--- config.mk ---
export PLATFORM = sky130hd
export DESIGN_NAME = rr_arbiter_sv
export DESIGN_NICKNAME = d
export VERILOG_FILES = /design/src/rtl/arb_pkg.sv /design/src/rtl/rr_pick.sv /design/src/rtl/rr_arbiter_sv.sv
export SDC_FILE = /design/constraint.sdc
export NUM_CORES = 1
export LEC_CHECK = 0
export ABC_AREA = 1
export ABC_CLOCK_PERIOD_IN_PS = 3100
export CORE_MARGIN = 1
export CORE_UTILIZATION = 55
export CTS_BUF_LIST = sky130_fd_sc_hd__clkbuf_16
export CTS_CLUSTER_DIAMETER = 150
export DETAILED_ROUTE_END_ITERATION = 16
export PLACE_DENSITY = 0.79
export SYNTH_ARGS = -nofsm -noshare
export SYNTH_HDL_FRONTEND = slang
export SYNTH_SLANG_ARGS = --single-unit
--- constraint.sdc ---
create_clock -name iCLK -period 3.1 [get_ports iCLK]
set_clock_uncertainty 0.1 [all_clocks]
set_input_delay 0.31 -clock iCLK [delete_from_list [all_inputs] [get_ports iCLK]]
set_output_delay 0.31 -clock iCLK [all_outputs]
set_load 0.02 [all_outputs]
--- src/rtl/arb_pkg.sv ---
// Shared types and constants for the round-robin arbiter family.
// TIMEOUT and CNT_W exist only when ARB_TIMEOUT_EN is defined.
package arb_pkg;

  localparam int N     = 10;
  localparam int IDX_W = 4;

  localparam logic [IDX_W-1:0] IDX_NONE = 4'b1111;

`ifdef ARB_TIMEOUT_EN
  localparam int TIMEOUT = 16;
  localparam int CNT_W   = $clog2(TIMEOUT + 1);
`endif

  typedef enum logic {
    IDLE,
    GRANT
  } state_e;

  // Binary encode of a one-hot vector; IDX_NONE when the vector is empty.
  function automatic logic [IDX_W-1:0] onehot_to_idx(input logic [N-1:0] oh);
    logic [IDX_W-1:0] idx;
    idx = (oh == '0) ? IDX_NONE : '0;
    for (int i = 0; i < N; i++) begin
      if (oh[i]) idx = idx | IDX_W'(i);
    end
    return idx;
  endfunction

endpackage

--- src/rtl/rr_pick.sv ---
// Combinational round-robin pick: the first set request at or after ptr,
// wrapping past N-1. Rotate, fixed-priority scan, then un-rotate.
module rr_pick
  import arb_pkg::*;
(
  input  logic [N-1:0]     req,
  input  logic [IDX_W-1:0] ptr,
  output logic [N-1:0]     gnt,
  output logic [IDX_W-1:0] idx,
  output logic             valid
);

  logic [N-1:0] rot_req;
  logic [N-1:0] rot_gnt;

  // Rotating right by ptr puts requester ptr at bit 0.
  assign rot_req = N'({req, req} >> ptr);

  always_comb begin
    // NOTE: every variable written here gets a default first, so no path
    // leaves it unassigned and no latch is inferred.
    rot_gnt = '0;
    for (int i = 0; i < N; i++) begin
      if (rot_req[i] && (rot_gnt == '0)) rot_gnt[i] = 1'b1;
    end
  end

  // Shifting the doubled vector right by N-ptr is a left rotate by ptr.
  assign gnt   = N'({rot_gnt, rot_gnt} >> (IDX_W'(N) - ptr));
  assign idx   = onehot_to_idx(gnt);
  assign valid = |req;

endmodule

--- src/rtl/rr_arbiter_sv.sv ---
// Round-robin arbiter for N requesters with hold-until-release grants.
// Optional hold timeout and oTIMEOUT output under macro ARB_TIMEOUT_EN.
module rr_arbiter_sv
  import arb_pkg::*;
(
  input  logic             iCLK,
  input  logic             iRSTn,
  input  logic [N-1:0]     iREQ,
  input  logic             iDONE,
  output logic [N-1:0]     oGNT,
  output logic [IDX_W-1:0] oGNT_IDX,
  output logic             oVALID
`ifdef ARB_TIMEOUT_EN
  ,
  output logic             oTIMEOUT
`endif
);

  state_e           state_q, state_d;
  logic [IDX_W-1:0] ptr_q, ptr_d;
  logic [IDX_W-1:0] idx_q, idx_d;
  logic [N-1:0]     gnt_q, gnt_d;

  logic [N-1:0]     pick_gnt;
  logic [IDX_W-1:0] pick_idx;
  logic             pick_valid;
  logic             release_req;

`ifdef ARB_TIMEOUT_EN
  logic [CNT_W-1:0] cnt_q, cnt_d;
  logic             tmo_q, tmo_d;
`endif

  rr_pick u_pick (
    .req   (iREQ),
    .ptr   (ptr_q),
    .gnt   (pick_gnt),
    .idx   (pick_idx),
    .valid (pick_valid)
  );

  // The owner releases by pulsing iDONE or by dropping its own request.
  assign release_req = iDONE || !(|(iREQ & gnt_q));

  always_comb begin
    state_d = state_q;
    ptr_d   = ptr_q;
    gnt_d   = gnt_q;
    idx_d   = idx_q;
`ifdef ARB_TIMEOUT_EN
    cnt_d   = cnt_q;
    tmo_d   = 1'b0;
`endif
    case (state_q)
      IDLE: begin
        if (pick_valid) begin
          state_d = GRANT;
          gnt_d   = pick_gnt;
          idx_d   = pick_idx;
          ptr_d   = (pick_idx == IDX_W'(N - 1)) ? '0 : pick_idx + 1'b1;
`ifdef ARB_TIMEOUT_EN
          cnt_d   = '0;
`endif
        end
      end
      GRANT: begin
        if (release_req) begin
          state_d = IDLE;
          gnt_d   = '0;
          idx_d   = IDX_NONE;
        end
`ifdef ARB_TIMEOUT_EN
        else if (cnt_q == CNT_W'(TIMEOUT - 1)) begin
          state_d = IDLE;
          gnt_d   = '0;
          idx_d   = IDX_NONE;
          tmo_d   = 1'b1;
        end else begin
          cnt_d   = cnt_q + 1'b1;
        end
`endif
      end
      default: begin
        state_d = IDLE;
        gnt_d   = '0;
        idx_d   = IDX_NONE;
      end
    endcase
  end

  // NOTE: state registers use non-blocking assignments so every flop samples
  // values from before the edge, independent of statement order.
  always_ff @(posedge iCLK or negedge iRSTn) begin
    if (!iRSTn) begin
      state_q <= IDLE;
      ptr_q   <= '0;
      gnt_q   <= '0;
      idx_q   <= IDX_NONE;
`ifdef ARB_TIMEOUT_EN
      cnt_q   <= '0;
      tmo_q   <= 1'b0;
`endif
    end else begin
      state_q <= state_d;
      ptr_q   <= ptr_d;
      gnt_q   <= gnt_d;
      idx_q   <= idx_d;
`ifdef ARB_TIMEOUT_EN
      cnt_q   <= cnt_d;
      tmo_q   <= tmo_d;
`endif
    end
  end

  assign oGNT     = gnt_q;
  assign oGNT_IDX = idx_q;
  assign oVALID   = |gnt_q;
`ifdef ARB_TIMEOUT_EN
  assign oTIMEOUT = tmo_q;
`endif

endmodule

==> reports/qor.log, run 1 <==
INFO  status         run_status=complete, but fails checks
INFO  status         failed_checks=setup timing
INFO  synthesis      netlist_area_before_placement=2420um^2
INFO  sta            min_period=3.31ns
INFO  detailed_routing post_drt_wl_per_cell=19.2um
INFO  floorplan      top_level_ports=28
INFO  grt            globalRouteTotalUtil=32.1%
INFO  floorplan      floorplan.die.height=68.4um
INFO  synthesis      post_synth_most_frequent_cells=sky130_fd_sc_hd__nand2_1, sky130_fd_sc_hd__nand3_1, sky130_fd_sc_hd__inv_1, sky130_fd_sc_hd__nand3_2, sky130_fd_sc_hd__o21ai_0
INFO  synthesis      syn_nets=402
INFO  worst_hold_path hold-path-cell-count=2
INFO  grt            grt_pass1_vias=2487
INFO  flow_run       cap_violations=0
INFO  synthesis      synth.top_cells.by_area=sky130_fd_sc_hd__nand2_1, sky130_fd_sc_hd__nand3_1, sky130_fd_sc_hd__dfrtp_1
INFO  clock_tree     root_buffer=sky130_fd_sc_hd__clkbuf_16
INFO  synthesis      synth_async_sr_flop_share=100%
INFO  floorplan      placement_rows=23
INFO  critical_path  worst-endpoint-arrival=3.35ns
INFO  floorplan      die_width=68.4um
INFO  critical_path  setup.worst_path.class=reg -> reg
INFO  place          numPortBuffers=27
INFO  critical_path  endpoint_kind=flip-flop
INFO  sta            final.hold.worst_slack=0.404ns
INFO  floorplan      die_area=4680um^2
INFO  finish         num_antenna_cells=0
INFO  finish         final_nets=487
INFO  finish         drive_above_1_share=43.6%
INFO  synthesis      netlist_instances=388
INFO  place          dp.final_hpwl=5570um
INFO  grt            first_pass_grt_wire_length=11300um
INFO  synthesis      synth_top_cell_area_share=18.0%
INFO  clock_tree     worstSkewPairLatency=0.25ns
INFO  synthesis      synth_top_flop_cell=sky130_fd_sc_hd__dfrtp_1
INFO  synthesis      yosys.cell_types.count=40
INFO  worst_hold_path hold_class=reg -> reg
INFO  floorplan      initial_core_utilization=58.9%
INFO  sta            rsz0062_at_grt=yes
INFO  detailed_routing first_iter_violations=512
INFO  critical_path  cp_data_required_time=3.14ns
INFO  clock_tree     cts_made_buffers=3
INFO  synthesis      synthDominantAreaCellType=sky130_fd_sc_hd__nand2_1
INFO  synthesis      syn_avg_cell_area=6.25um^2
INFO  finish         final_cell_area=3710um^2
INFO  detailed_routing avgViaCountPerCell=6.50
INFO  critical_path  sort_of_element_at_the_start_of_the_critical_path=flip-flop
INFO  place          globalplace.congestion=0.884
INFO  clock_tree     clkTransAtPathRegs=0.05ns
INFO  sta            worstMarginPinSlew=0.831ns
INFO  grt            total_global_routing_overflow=0
INFO  synthesis      yosys_warnings=0
INFO  clock_tree     tritoncts=done
INFO  floorplan      core=4120um^2
INFO  grt            grt_start_max_net_pins=20
INFO  place          placed_area=2990um^2
INFO  synthesis      post-synth-top-count-cell=sky130_fd_sc_hd__nand2_1
INFO  detailed_routing postRouteWirelength=10000um
INFO  sta            slew_headroom=44.4%
INFO  synthesis      sequential_element_share_of_the_synthesized_area=19.8%
INFO  detailed_routing drt_antenna_net_count=0
INFO  sta            timing_hold_violations_final=0
INFO  sta            drv_slew=0
INFO  critical_path  critical_path.max_fanout=6
INFO  sta            achievable-frequency=302MHz
INFO  sta            setup_viol=7
INFO  detailed_routing remaining_drc_errors=0
INFO  clock_tree     htree_levels=1
INFO  synthesis      synth-seq-cells=19
INFO  grt            antenna_found_initial=0
INFO  finish         post-route-util=90.1%
INFO  critical_path  ff2ff_path_depth=27
INFO  clock_tree     cts.hold.buffers_added=0
INFO  detailed_routing via_count=3395
INFO  synthesis      synth_enable_flop_cells=0
INFO  clock_tree     numClockSinks=19
INFO  clock_tree     clock_tree.buffer_depth=2
INFO  detailed_routing detailedRoute.firstPassIterationCount=6
INFO  finish         layout-area-overhead-vs-synth=53.0%
INFO  sta            layout_setup_ws=-0.208ns
INFO  sta            timing.final.crit_share=107%
-- cells by family after synthesis --
logic type / after synthesis / synth area share (%)
adders and majority gates: 1 / 0.516
buffers and inverters: 58 / 11.4
AOI/OAI and AO/OA: 45 / 11.2
DFF: 19 / 19.8
and+or+nand+nor: 263 / 56.3
xor gates and xnor gates: 2 / 0.723
-- flip-flops by register name, summed over array words and instances (netlist names) --
register / count
oGNT_IDX: 4
state_q: 1
oGNT: 10
ptr_q: 4
-- area by class of cell --
cell class / count / area, um^2
flip-flops and latches: 19 / 482
inverters: 41 / 166
clock buffers: 3 / 75.1
clock inverters: 1 / 3.75
fillers: 200 / 407
repair buffers: 97 / 840
well taps: 50 / 62.6
multi-input cells: 311 / 2080
-- metal layers --
layer / vias up / wire [um] / track usage, %
li1: 1479 / - / -
met1: 1571 / 3720 / 42.1
met2: 272 / 4700 / 54.3
met3: 73 / 997 / 3.50
met4: 0 / 573 / 10.9
met5: - / 0 / 0
-- through the flow --
stage                     cells  setup TNS (ns)  worst slack, ns
after floorplan             388               0            0.461
after global placement      495          -0.313           -0.103
after detailed placement    495          -0.667           -0.148
after CTS                   499               0           0.0124
after global routing        522           -3.07           -0.402
final                       522           -1.06           -0.208
-- what timing repair did --
| action | 4_1_cts | 5_1_grt |
|---|---|---|
| pin swaps | 0 | 52 |
| setup buffers | 0 | 23 |
| gates resized for setup | 1 | 123 |
| setup endpoints to repair | 2 | 9 |
-- placed cells by master (no fill, tap or decap), types with 7 or more instances in the layout --
master / instances
sky130_fd_sc_hd__buf_4: 64
sky130_fd_sc_hd__clkdlybuf4s50_1: 20
sky130_fd_sc_hd__dfrtp_1: 14
sky130_fd_sc_hd__dlymetal6s2s_1: 7
sky130_fd_sc_hd__inv_1: 32
sky130_fd_sc_hd__nand2_1: 83
sky130_fd_sc_hd__nand2_2: 36
sky130_fd_sc_hd__nand2_4: 12
sky130_fd_sc_hd__nand3_1: 49
sky130_fd_sc_hd__nand3_2: 42
sky130_fd_sc_hd__nand3_4: 10
sky130_fd_sc_hd__nor2_4: 7
sky130_fd_sc_hd__o21ai_0: 12
sky130_fd_sc_hd__o21ai_1: 7
-- critical path, cell delays in order, from the launching register on --
cell                      delay (ns)
sky130_fd_sc_hd__dfrtp_2        0.47
sky130_fd_sc_hd__buf_6          0.16
sky130_fd_sc_hd__nand2_1        0.09
sky130_fd_sc_hd__nand2_1        0.10
sky130_fd_sc_hd__nand2_2        0.10
sky130_fd_sc_hd__nand2_2        0.08
sky130_fd_sc_hd__nand2_2        0.08
sky130_fd_sc_hd__nand3_2        0.09
sky130_fd_sc_hd__nand2_4        0.13
sky130_fd_sc_hd__nand3_4        0.10
sky130_fd_sc_hd__nor2_4         0.13
sky130_fd_sc_hd__nand2_1        0.08
sky130_fd_sc_hd__nor2_2         0.15
sky130_fd_sc_hd__buf_4          0.14
sky130_fd_sc_hd__nand2_4        0.05
sky130_fd_sc_hd__nand2_1        0.07
sky130_fd_sc_hd__nand2_1        0.06
sky130_fd_sc_hd__nand2_2        0.09
sky130_fd_sc_hd__nand2_2        0.08
sky130_fd_sc_hd__nand3_2        0.11
sky130_fd_sc_hd__nand2_4        0.08
sky130_fd_sc_hd__nand3_1        0.08
sky130_fd_sc_hd__nor2_1         0.06
sky130_fd_sc_hd__buf_4          0.15
sky130_fd_sc_hd__o21ai_2        0.14
sky130_fd_sc_hd__nand2_2        0.10
sky130_fd_sc_hd__nand3_1        0.09
sky130_fd_sc_hd__nand2_1        0.05
-- path summary, 6_finish.rpt --
check | from | end | slack, ns
worst max register to register | ptr_q[0] | ptr_q[2] | -0.21
worst min-delay path | oGNT_IDX[3] | oGNT_IDX[3] | 0.40
max in group asynchronous | iRSTn | ptr_q[0] | 1.89
worst max-delay path | ptr_q[0] | ptr_q[2] | -0.21
min in group asynchronous | iRSTn | oGNT[0] | 0.44
worst min register to register | oGNT_IDX[3] | oGNT_IDX[3] | 0.40
Power of run 1 is not shown: default switching activity piles up to over one toggle a cycle in this logic, so the estimate is an artifact.
==> run 2, diff against run 1 <==
Settings changed: HOLD_SLACK_MARGIN set to 0.06.
==> results of run 2 <==
No change in the layout: final DEF, timing and power equal those of run 1.
Power of run 2 is left out for the same reason.
==> run 3, diff against run 2 <==
Settings changed: GPL_TIMING_DRIVEN set to 0.
==> run 3 against run 2 <==
  * First-iteration DRC count fell by 30%
  * The run still ends with setup timing left
  * Count of clock-buffer cells in the layout unchanged
  * Worst setup slack better by 0.12 ns
  * Register-to-register slack better by 0.12 ns
  * Wire length shrank 19%
  * Hold slack better by 0.00065 ns
  * Non-clock buffer count fell by 32
  * Largest cell class unchanged
  * Global-route usage fell by 1.6 points
  * Sequential share of layout area up 1.2 points
  * Utilization shrank 7.8 points
  * Critical path depth shrank 2
  * Die area unchanged
==> reports/qor.log, run 3 (synthesis results as in run 1) <==
INFO  status         run_status=complete, but fails checks
INFO  status         failed_checks=setup timing
INFO  critical_path  critical_path.max_stage_delay=0.44ns [-0.03 ns]
INFO  place          number_of_cells_in_the_design_after_placement=465 [-6.1%]
INFO  finish         mostFrequentLayoutCell=sky130_fd_sc_hd__nand2_1
INFO  finish         final_nets=456 [-6.4%]
INFO  place          dp.final_hpwl=5420um [-2.6%]
INFO  grt            antenna_found_initial=0 [unchanged]
INFO  critical_path  sort_of_element_at_the_start_of_the_critical_path=flip-flop
INFO  power_and_ir_drop power.internal=1.91mW
INFO  clock_tree     clkTransAtPathRegs=0.05ns [about the same]
INFO  detailed_routing first_iter_violations=357 [-30%]
INFO  sta            setup_viol=5 [-2]
INFO  power_and_ir_drop p_switching=2.58mW
INFO  detailed_routing postRouteWirelength=8130um [-19%]
INFO  critical_path  critPathSlowestCell=sky130_fd_sc_hd__dfrtp_2
INFO  sta            timing_hold_violations_final=0 [unchanged]
INFO  power_and_ir_drop power.ir.vdd_worst=0.000991V
INFO  clock_tree     cts.hold.buffers_added=0 [unchanged]
INFO  critical_path  endpoint_kind=flip-flop
INFO  floorplan      die_area=4680um^2 [unchanged]
INFO  sta            worstMarginPinSlew=0.800ns [-0.0314 ns]
INFO  critical_path  cp_data_required_time=3.14ns [about the same]
INFO  finish         final_cells=491 [-5.9%]
INFO  grt            first_pass_grt_wire_length=10700um [-5.4%]
INFO  sta            slew_headroom=46.5% [+2.1 points]
INFO  grt            globalRouteTotalUtil=30.5% [-1.6 points]
INFO  clock_tree     root_buffer=sky130_fd_sc_hd__clkbuf_16
INFO  grt            grt_start_max_net_pins=20 [unchanged]
INFO  critical_path  crit_buf_inv=3 [unchanged]
INFO  sta            drv_slew=0 [unchanged]
INFO  floorplan      floorplan.die.height=68.4um [unchanged]
INFO  sta            final.hold.worst_slack=0.404ns [+0.000648 ns]
INFO  clock_tree     cts_made_buffers=3 [unchanged]
INFO  critical_path  setup.worst_path.class=reg -> reg
INFO  critical_path  cp_top_family=simple AND/OR/NAND/NOR gates
INFO  detailed_routing detailedRoute.firstPassIterationCount=6 [unchanged]
INFO  sta            achievable-frequency=313MHz [+3.6%]
INFO  finish         num_antenna_cells=0 [unchanged]
INFO  power_and_ir_drop power.density_cell_area=1320nW/um^2
INFO  flow_run       cap_violations=0 [unchanged]
INFO  finish         layout-area-overhead-vs-synth=39.9%
INFO  floorplan      initial_core_utilization=58.9% [unchanged]
INFO  sta            timing.final.crit_share=103% [-3.7 points]
INFO  clock_tree     clock_tree.buffer_depth=2 [unchanged]
INFO  critical_path  worst_path_most_repeated_cell=sky130_fd_sc_hd__nand2_2
INFO  clock_tree     worstSkewPairLatency=0.25ns [about the same]
INFO  detailed_routing avgViaCountPerCell=6.05 [-7.0%]
INFO  sta            rsz0062_at_grt=yes
INFO  power_and_ir_drop p_clk_share=5.9%
INFO  sta            layout_setup_ws=-0.0923ns [+0.116 ns]
INFO  floorplan      die_width=68.4um [unchanged]
INFO  clock_tree     numClockSinks=19 [unchanged]
INFO  detailed_routing drt_antenna_net_count=0 [unchanged]
INFO  finish         layout_common_cells=sky130_fd_sc_hd__nand2_1, sky130_fd_sc_hd__nand3_1, sky130_fd_sc_hd__inv_1
INFO  critical_path  worst-endpoint-arrival=3.23ns [-0.12 ns]
INFO  floorplan      placement_rows=23 [unchanged]
INFO  detailed_routing remaining_drc_errors=0 [unchanged]
INFO  power_and_ir_drop leakagePower=1.68nW
INFO  floorplan      core=4120um^2 [unchanged]
INFO  worst_hold_path hold_class=reg -> reg
INFO  sta            min_period=3.19ns [-0.116 ns]
INFO  power_and_ir_drop combPwrFrac=84.1%
INFO  detailed_routing via_count=2969 [-13%]
INFO  power_and_ir_drop power.switching_fraction=57.5%
INFO  grt            grt_pass1_vias=2305 [-7.3%]
INFO  floorplan      top_level_ports=28 [unchanged]
INFO  finish         max_reg_flops=10 [unchanged]
INFO  power_and_ir_drop power.share.sequential=10.0%
INFO  detailed_routing post_drt_wl_per_cell=16.6um [-14%]
INFO  finish         drive_above_1_share=35.4% [-8.3 points]
INFO  critical_path  critical_path.max_fanout=10 [+4]
INFO  place          numPortBuffers=27 [unchanged]
INFO  place          globalplace.congestion=0.919 [+3.9%]
INFO  clock_tree     tritoncts=done
INFO  clock_tree     htree_levels=1 [unchanged]
INFO  grt            total_global_routing_overflow=0 [unchanged]
-- run 3: cell type report --
| type | count | area [um^2] |
|---|---|---|
| multi-input cells | 311 | 2010 |
| fillers | 276 | 726 |
| flip-flops and latches | 19 | 482 |
| repair buffers | 48 | 453 |
| inverters | 41 | 164 |
| plain buffers | 17 | 135 |
| clock buffers | 3 | 75.1 |
| well taps | 50 | 62.6 |
| repair inverters | 1 | 6.26 |
| clock inverters | 1 | 3.75 |
-- run 3: through the flow --
| step | utilization [%] | setup slack (ns) | power (mW) | setup TNS, ns | instance area, um^2 |
|---|---|---|---|---|---|
| after floorplan | - | 0.461 | 2.68 | 0 | 2420 |
| after global placement | 67.0 | -0.274 | 3.32 | -1.30 | 2760 |
| after detailed placement | 67.0 | -0.309 | 3.35 | -1.55 | 2760 |
| after CTS | 69.4 | 0.0149 | 3.66 | 0 | 2850 |
| after global routing | 82.4 | -0.367 | 4.82 | -1.96 | 3390 |
| final | 82.4 | -0.0923 | 4.49 | -0.186 | 3390 |
-- run 3: worst min-delay path: cells and delay by family (launching register included) --
family | cells | cell delay [ns]
DFF | 1 | 0.36
and+or+nand+nor | 1 | 0.09
AOI/OAI and AO/OA | 1 | 0.05
-- run 3: power groups by stage --
| stage | registers, mW | logic, mW | clock network [mW] |
|---|---|---|---|
| after floorplan | 0.507 | 2.18 | 0 |
| after global placement | 0.446 | 2.87 | 0 |
| after global routing | 0.455 | 4.09 | 0.271 |
| after CTS | 0.446 | 2.95 | 0.261 |
| final | 0.449 | 3.78 | 0.263 |
| after detailed placement | 0.448 | 2.90 | 0 |
-- run 3: routing by layer --
metal | share of wire (%) | global-route usage (%)
met5 | 0 | 0
met4 | 2.0 | 4.95
met3 | 7.1 | 4.50
met2 | 48 | 50.5
met1 | 43 | 42.2
-- run 3: path summary, 6_finish.rpt --
| path | from | to | slack, ns | depth (start not counted) |
|---|---|---|---|---|
| worst max-delay path | ptr_q[1] | ptr_q[3] | -0.09 | 25 |
| worst min-delay path | oGNT_IDX[3] | oGNT_IDX[3] | 0.40 | 2 |
| worst max register to register | ptr_q[1] | ptr_q[3] | -0.09 | 25 |
| worst min register to register | oGNT_IDX[3] | oGNT_IDX[3] | 0.40 | 2 |
| max in group asynchronous | iRSTn | ptr_q[1] | 1.92 | 1 |
| min in group asynchronous | iRSTn | oGNT[1] | 0.42 | 1 |
-- run 3: what timing repair did --
item / CTS / global route
gates cloned: 0 / 1
gates resized for setup: 3 / 98
setup buffers: 0 / 21
setup endpoints to repair: 5 / 8
pin swaps: 0 / 50
Power figures use the tool's default switching activity.
